==> src/rtl/fft_capture_sched_if.sv <==
// fft_capture_sched_if
//   Groups the FFT sample stream and the FIFO write/handoff signals used by
//   the capture scheduler.
//   master : environment side (drives the FFT stream and FIFO status flags)
//   slave  : scheduler side (consumes the stream, drives the FIFO write port
//            and the reader start level)
//   Signals: i_valid/i_addr/i_data  FFT output sample
//            fifo_full/fifo_empty   FIFO wr_full / rd_empty (rd_empty is async)
//            wr_en/wr_data          FIFO write port
//            rd_go                  level to reader: complete frame ready
interface fft_capture_sched_if #(
    parameter int DATA_W = 12,
    parameter int ADDR_W = 11
);
    logic              i_valid;
    logic [ADDR_W-1:0] i_addr;
    logic [DATA_W-1:0] i_data;
    logic              fifo_full;
    logic              fifo_empty;
    logic              wr_en;
    logic [DATA_W-1:0] wr_data;
    logic              rd_go;

    modport master (
        output i_valid, i_addr, i_data, fifo_full, fifo_empty,
        input  wr_en, wr_data, rd_go
    );

    modport slave (
        input  i_valid, i_addr, i_data, fifo_full, fifo_empty,
        output wr_en, wr_data, rd_go
    );
endinterface

==> src/rtl/fft_capture_sched.sv <==
// fft_capture_sched
//   Schedules snapshot capture of FFT output frames into the dual-clock UART
//   FIFO. Arms on request or in auto mode, optionally skips frames, aligns to
//   the frame start bin, writes exactly FRAME_LEN samples, then hands the FIFO
//   to the uart_clk reader and waits for it to drain before re-arming.
//   Ports:
//     data_clk, rst        write-side clock, async active-low reset
//     bus (slave)          FFT stream in, FIFO write port / rd_go out
//     capture_req          single-shot capture request pulse (IDLE only)
//     auto_mode            re-arm automatically after every drain
//     abort                cancel current activity, return to IDLE
//     decim                capture 1 of every decim+1 frames while armed
//     busy                 state != IDLE
//     overflow             sticky: a sample was dropped on fifo_full
//     frame_cnt            completed (drained) captures, wrapping
module fft_capture_sched #(
    parameter int DATA_W     = 12,
    parameter int ADDR_W     = 11,
    parameter int FRAME_LEN  = 1024,
    parameter int START_ADDR = 1,
    parameter int DECIM_W    = 4
) (
    input  logic               data_clk,
    input  logic               rst,
    fft_capture_sched_if.slave bus,
    input  logic               capture_req,
    input  logic               auto_mode,
    input  logic               abort,
    input  logic [DECIM_W-1:0] decim,
    output logic               busy,
    output logic               overflow,
    output logic [15:0]        frame_cnt
);
    // bin_cnt must be able to hold FRAME_LEN itself (up to 2**ADDR_W)
    localparam int                BIN_W    = ADDR_W + 1;
    localparam logic [BIN_W-1:0]  LAST_BIN = BIN_W'(FRAME_LEN);
    localparam logic [ADDR_W-1:0] START    = ADDR_W'(START_ADDR);

    typedef enum logic [1:0] {IDLE, ARM, CAPTURE, DRAIN} state_t;

    state_t             state_q, state_d;
    logic [DECIM_W-1:0] skip_cnt_q, skip_cnt_d;
    logic [BIN_W-1:0]   bin_cnt_q, bin_cnt_d;
    logic               wr_en_q, wr_en_d;
    logic [DATA_W-1:0]  wr_data_q, wr_data_d;
    logic               rd_go_q, rd_go_d;
    logic               overflow_q, overflow_d;
    logic [15:0]        frame_cnt_q, frame_cnt_d;
    logic               seen_data_q, seen_data_d;
    logic               empty_s1_q, empty_s_q;

    logic               frame_start;
    logic               take;
    logic [BIN_W-1:0]   bin_inc;

    assign frame_start = bus.i_valid && (bus.i_addr == START);
    assign bin_inc     = bin_cnt_q + 1'b1;

    always_comb begin
        state_d     = state_q;
        skip_cnt_d  = skip_cnt_q;
        bin_cnt_d   = bin_cnt_q;
        wr_en_d     = 1'b0;
        wr_data_d   = wr_data_q;
        rd_go_d     = rd_go_q;
        overflow_d  = overflow_q;
        frame_cnt_d = frame_cnt_q;
        seen_data_d = seen_data_q;
        take        = 1'b0;

        if (abort) begin
            state_d     = IDLE;
            rd_go_d     = 1'b0;
            bin_cnt_d   = '0;
            skip_cnt_d  = '0;
            seen_data_d = 1'b0;
        end else begin
            case (state_q)
                IDLE: begin
                    if (capture_req || auto_mode) begin
                        state_d    = ARM;
                        skip_cnt_d = '0;
                        bin_cnt_d  = '0;
                    end
                    if (capture_req) overflow_d = 1'b0;
                end
                ARM: begin
                    if (frame_start) begin
                        if (skip_cnt_q == decim) begin
                            take      = 1'b1;
                            bin_cnt_d = BIN_W'(1);
                            if (LAST_BIN == BIN_W'(1)) begin
                                state_d = DRAIN;
                                rd_go_d = 1'b1;
                            end else begin
                                state_d = CAPTURE;
                            end
                        end else begin
                            skip_cnt_d = skip_cnt_q + 1'b1;
                        end
                    end
                end
                CAPTURE: begin
                    if (bus.i_valid) begin
                        take      = 1'b1;
                        bin_cnt_d = bin_inc;
                        if (bin_inc == LAST_BIN) begin
                            state_d = DRAIN;
                            rd_go_d = 1'b1;
                        end
                    end
                end
                DRAIN: begin
                    if (!empty_s_q) seen_data_d = 1'b1;
                    if (seen_data_q && empty_s_q) begin
                        rd_go_d     = 1'b0;
                        frame_cnt_d = frame_cnt_q + 1'b1;
                        seen_data_d = 1'b0;
                        bin_cnt_d   = '0;
                        skip_cnt_d  = '0;
                        state_d     = auto_mode ? ARM : IDLE;
                    end
                end
                default: state_d = IDLE;
            endcase
        end

        // A full FIFO drops the sample but the bin still counts, keeping the
        // capture window the same length in time.
        if (take) begin
            if (bus.fifo_full) begin
                overflow_d = 1'b1;
            end else begin
                wr_en_d   = 1'b1;
                wr_data_d = bus.i_data;
            end
        end
    end

    always_ff @(posedge data_clk or negedge rst) begin
        if (!rst) begin
            state_q     <= IDLE;
            skip_cnt_q  <= '0;
            bin_cnt_q   <= '0;
            wr_en_q     <= 1'b0;
            wr_data_q   <= '0;
            rd_go_q     <= 1'b0;
            overflow_q  <= 1'b0;
            frame_cnt_q <= '0;
            seen_data_q <= 1'b0;
            empty_s1_q  <= 1'b1;
            empty_s_q   <= 1'b1;
        end else begin
            state_q     <= state_d;
            skip_cnt_q  <= skip_cnt_d;
            bin_cnt_q   <= bin_cnt_d;
            wr_en_q     <= wr_en_d;
            wr_data_q   <= wr_data_d;
            rd_go_q     <= rd_go_d;
            overflow_q  <= overflow_d;
            frame_cnt_q <= frame_cnt_d;
            seen_data_q <= seen_data_d;
            empty_s1_q  <= bus.fifo_empty;
            empty_s_q   <= empty_s1_q;
        end
    end

    assign bus.wr_en   = wr_en_q;
    assign bus.wr_data = wr_data_q;
    assign bus.rd_go   = rd_go_q;
    assign busy        = (state_q != IDLE);
    assign overflow    = overflow_q;
    assign frame_cnt   = frame_cnt_q;
endmodule
==> src/flat_wrapper.sv <==
// flat-port wrapper written by rule: the top's interface ports become plain ports
module fft_capture_sched_flat 
#(
    parameter int DATA_W     = 12,
    parameter int ADDR_W     = 11,
    parameter int FRAME_LEN  = 1024,
    parameter int START_ADDR = 1,
    parameter int DECIM_W    = 4
)
  (data_clk, rst, capture_req, auto_mode, abort, decim, busy, overflow, frame_cnt, bus_i_valid, bus_i_addr, bus_i_data, bus_fifo_full, bus_fifo_empty, bus_wr_en, bus_wr_data, bus_rd_go);
  fft_capture_sched_if #(.DATA_W(DATA_W), .ADDR_W(ADDR_W)) bus_i ();
  input  logic data_clk;
  input  logic rst;
  input  logic capture_req;
  input  logic auto_mode;
  input  logic abort;
  input  logic [DECIM_W-1:0] decim;
  output logic busy;
  output logic overflow;
  output logic [15:0] frame_cnt;
  input wire logic [$bits(bus_i.i_valid)-1:0] bus_i_valid;
  input wire logic [$bits(bus_i.i_addr)-1:0] bus_i_addr;
  input wire logic [$bits(bus_i.i_data)-1:0] bus_i_data;
  input wire logic [$bits(bus_i.fifo_full)-1:0] bus_fifo_full;
  input wire logic [$bits(bus_i.fifo_empty)-1:0] bus_fifo_empty;
  output wire logic [$bits(bus_i.wr_en)-1:0] bus_wr_en;
  output wire logic [$bits(bus_i.wr_data)-1:0] bus_wr_data;
  output wire logic [$bits(bus_i.rd_go)-1:0] bus_rd_go;
  assign bus_i.i_valid = bus_i_valid;
  assign bus_i.i_addr = bus_i_addr;
  assign bus_i.i_data = bus_i_data;
  assign bus_i.fifo_full = bus_fifo_full;
  assign bus_i.fifo_empty = bus_fifo_empty;
  assign bus_wr_en = bus_i.wr_en;
  assign bus_wr_data = bus_i.wr_data;
  assign bus_rd_go = bus_i.rd_go;
  fft_capture_sched #(.DATA_W(DATA_W), .ADDR_W(ADDR_W), .FRAME_LEN(FRAME_LEN), .START_ADDR(START_ADDR), .DECIM_W(DECIM_W)) u_core (.data_clk(data_clk), .rst(rst), .bus(bus_i), .capture_req(capture_req), .auto_mode(auto_mode), .abort(abort), .decim(decim), .busy(busy), .overflow(overflow), .frame_cnt(frame_cnt));
endmodule
==> config.mk <==
export PLATFORM = sky130hd
export DESIGN_NAME = fft_capture_sched_flat
export DESIGN_NICKNAME = d
export VERILOG_FILES = /design/src/rtl/fft_capture_sched_if.sv /design/src/rtl/fft_capture_sched.sv /design/src/flat_wrapper.sv
export SDC_FILE = /design/constraint.sdc
export NUM_CORES = 1
export LEC_CHECK = 0
export CAP_MARGIN = 25
export CORE_UTILIZATION = 45
export CTS_CLUSTER_SIZE = 30
export DETAILED_ROUTE_END_ITERATION = 8
export MAX_ROUTING_LAYER = met4
export PLACE_DENSITY_LB_ADDON = 0.05
export SYNTH_ARGS = -nofsm -noshare
export SYNTH_HDL_FRONTEND = slang
export SYNTH_SLANG_ARGS = --single-unit
export TNS_END_PERCENT = 30
==> constraint.sdc <==
create_clock -name data_clk -period 6.3 [get_ports data_clk]
set_clock_uncertainty 0.15 [all_clocks]
set_input_delay 0.63 -clock data_clk [delete_from_list [all_inputs] [get_ports data_clk]]
set_output_delay 0.63 -clock data_clk [all_outputs]
set_load 0.005 [all_outputs]
==> results.py <==
metrics = {
    "detailed_routing": {
        "antenna_left": 0,
        "drc_errors": 0,
        "wire_per_inst_um": 13.89,
        "routed_wl_um": 5683,
        "routed_via_density": 5.423,
        "dr_total_vias": 2218,
        "drtIter0Drc": 105,
        "dr.pass1.iters": 5,
    },
    "yosys": {
        "yosys.cell_types.count": 50,
        "synth-seq-area-share": 0.4813,
        "yosys_warnings": 0,
        "synth_top_area_cell": "dfrtp_1",
        "synth_edf_count": 0,
        "synth.avg_cell_area_sq_um": 10.15,
        "async_flop_share": 1.000,
        "synth_area_leaders": "dfrtp_1 (46%), mux2_2 (5.0%), ha_1 (4.2%)",
        "synth_top_area_share": 0.4619,
        "syn_inst": 267,
        "syn_nets": 311,
        "ys_seq_elements": 52,
        "ys.flop_type": "dfrtp_1",
        "netlist_area_sq_um": 2709,
    },
    "clocking": {
        "hold_buffers": 0,
        "cts-buffers-inserted": 5,
        "clkTransAtPathRegs_ns": 0.10,
        "clockBufferDepth": 2,
        "cts_tree": "yes",
        "clk_latency_ns": 0.31,
        "clkSinkCount": 52,
        "post_cts.repair.setup_buffers": 0,
        "cts-htree-levels": 2,
        "cts_resized": 0,
        "cts_root_buffer": "clkbuf_8",
    },
    "grt": {
        "antenna_found_initial": 0,
        "overflow": 0,
        "grt_max_degree": 53,
        "grt_usage": 0.1978,
        "grt_pass1_wl_um": 9535,
        "grt_pass1_vias": 2148,
    },
    "worst_setup_path": {
        "worst_ep_arrival_time_ns": 2.92,
        "critical_path.reg2reg.endpoint": "u_core.state_q[1]$_DFFE_PN0P_",
        "cp-startpoint": "abort",
        "timing.rr.start": "u_core.bin_cnt_q[0]$_DFFE_PN0P_",
        "regToRegSetupSlack_ns": 3.60,
        "cp.required_ns": 6.35,
        "criticalPathCategory": "in -> reg",
        "crit_end": "u_core.bin_cnt_q[5]$_DFFE_PN0P_",
        "cp_max_fo": 19,
        "start_kind": "primary input",
        "rr_worst_depth": 8,
        "setup.worst_path.end_class": "register",
    },
    "timing": {
        "slew_headroom": 0.5327,
        "fin_crit_sh": 0.4555,
        "rsz0062_at_grt": "false",
        "final.setup.tns_ns": 0,
        "clock.fmax_mhz": 348.5,
        "slew_viol_final": 0,
        "hold_viol_final": 0,
        "worst_pin_slew_ns": 0.7008,
        "setup_viol": 0,
        "finalCriticalPeriod_ns": 2.870,
    },
    "die": {
        "die_y_um": 79.59,
        "num_io_pins": 67,
        "die_area_sq_um": 6334,
        "initial_core_util": 0.4802,
        "coreArea_sq_um": 5642,
        "die_x_um": 79.59,
        "fp-row-count": 27,
    },
    "pwr": {
        "power.density_nw_per_um2": 234.8,
        "ir_drop_uv": 168.6,
        "finalPower_mw": 0.8313,
        "p_leak_nw": 1.536,
    },
    "final_layout": {
        "seqCellArea_sq_um": 1304,
        "fin_util": 0.6274,
        "design_area_sq_um": 3540,
        "finalNetCount": 380,
        "multi_input_area_sq_um": 1344,
        "layout-drive-gt1-share": 0.09792,
        "stdcell_count": 409,
        "area_growth_pct": 30.67,
        "fillCellCount": 482,
        "antennaDiodeCount": 0,
    },
    "outcome": {
        "status": "complete, no violations",
    },
    "worst_hold_path": {
        "min_from": "u_core.empty_s1_q$_DFF_PN1_",
        "hold_class": "reg -> reg",
    },
    "placement": {
        "placed_cell_area_sq_um": 3435,
        "io_buffers": 66,
        "dp_cells": 400,
        "place_congestion": 0.7833,
        "place_hpwl_um": 4176,
    },
    "job": {
        "maxCapViolCount": 0,
    },
}
-- power by group --
| group | switching (mW) | leakage [nW] | internal (mW) | total (mW) |
|---|---|---|---|---|
| logic | 0.114 | 0.783 | 0.122 | 0.235 |
| clock network | 0.112 | 0.0434 | 0.0891 | 0.201 |
| registers | 0.0286 | 0.710 | 0.367 | 0.395 |
-- kinds of logic after synthesis --
logic type               count (synthesis)  synth area share
multiplexers                            16           0.06559
adder cells (fa/ha/maj)                  9           0.04157
AO/OA/AOI/OAI                           53            0.1289
flip-flops                              52            0.4813
buffers and inverters                   15           0.02263
XOR/XNOR                                19           0.06143
AND/OR/NAND/NOR                        103            0.1986
-- synth_stat cells, types with 3 or more instances --
master    number
xnor2_1       12
inv_1          9
o21ai_0       20
nand4_1        5
and3_1         9
nand3_1       20
nand2b_1       4
mux2_2        12
o31ai_1        5
a21oi_1        7
and2_1         3
nor2_1        16
nand2_1       29
dfrtp_1       50
xor2_1         7
buf_2          4
ha_1           9
-- critical path, cell delays in order --
cell             delay [ns]
clkdlybuf4s50_1        0.68
inv_1                  0.22
a32oi_2                0.31
o21ai_2                0.26
or2_1                  0.44
o41ai_1                0.37
-- metal layers --
layer / wire length (um) / up-vias / part of all wire / track usage
li1: - / 1092 / - / -
met4: 42 / 0 / 0.0074 / 0.06000
met5: 0 / - / 0 / -
met2: 2739 / 52 / 0.48 / 0.3197
met1: 2629 / 1070 / 0.46 / 0.2485
met3: 272 / 4 / 0.048 / 0.04229
-- area by class of cell --
type | instances | area share
Sequential cell | 52 | 0.3683
Clock inverter | 2 | 0.004242
Clock buffer | 6 | 0.02333
Timing Repair Buffer | 68 | 0.1895
Multi-Input combinational cell | 200 | 0.3796
Inverter | 9 | 0.009544
Tap cell | 72 | 0.02545
-- worst min path at each step --
stage | end | cells past startpoint
after CTS | u_core.empty_s_q$_DFF_PN1_ | 0
after floorplan | u_core.bin_cnt_q[0]$_DFFE_PN0P_ | 0
after detailed placement | u_core.empty_s_q$_DFF_PN1_ | 0
after global placement | u_core.empty_s_q$_DFF_PN1_ | 0
final | u_core.empty_s_q$_DFF_PN1_ | 0
after global routing | u_core.empty_s_q$_DFF_PN1_ | 0
-- sequential cells by signal, indices dropped and copies added (netlist names) --
| signal | flops |
|---|---|
| u_core.skip_cnt_q | 4 |
| u_core.empty_s1_q | 1 |
| u_core.bin_cnt_q | 12 |
| u_core.empty_s_q | 1 |
| u_core.bus.wr_data | 12 |
| u_core.state_q | 2 |
| u_core.bus.rd_go | 1 |
| u_core.bus.wr_en | 1 |
| u_core.frame_cnt | 16 |
| u_core.overflow | 1 |
| u_core.seen_data_q | 1 |
-- through the flow --
step / hold slack, ns / setup WS (ns)
6_report: 0.2085 / 3.430
5_1_grt: 0.2117 / 3.308
4_1_cts: 0.2105 / 3.180
3_5_place_dp: 0.1973 / 2.837
3_3_place_gp: 0.1957 / 2.914
2_1_floorplan: 0.1844 / 3.845
-- placed cells by master, fill, tap and decap left out, types with 3 or more instances in the layout --
cell type | netlist | routed
clkdlybuf4s50_1 | 0 | 65
dfrtp_1 | 50 | 50
nand2_1 | 29 | 29
nand3_1 | 20 | 20
o21ai_0 | 20 | 20
nor2_1 | 16 | 16
xnor2_1 | 12 | 12
mux2_2 | 12 | 12
inv_1 | 9 | 9
and3_1 | 9 | 9
ha_1 | 9 | 9
a21oi_1 | 7 | 7
xor2_1 | 7 | 7
clkbuf_8 | 0 | 6
nand4_1 | 5 | 5
o31ai_1 | 5 | 5
nand2b_1 | 4 | 4
and2_1 | 3 | 3
Note: power is estimated with default switching activity, not from simulation.
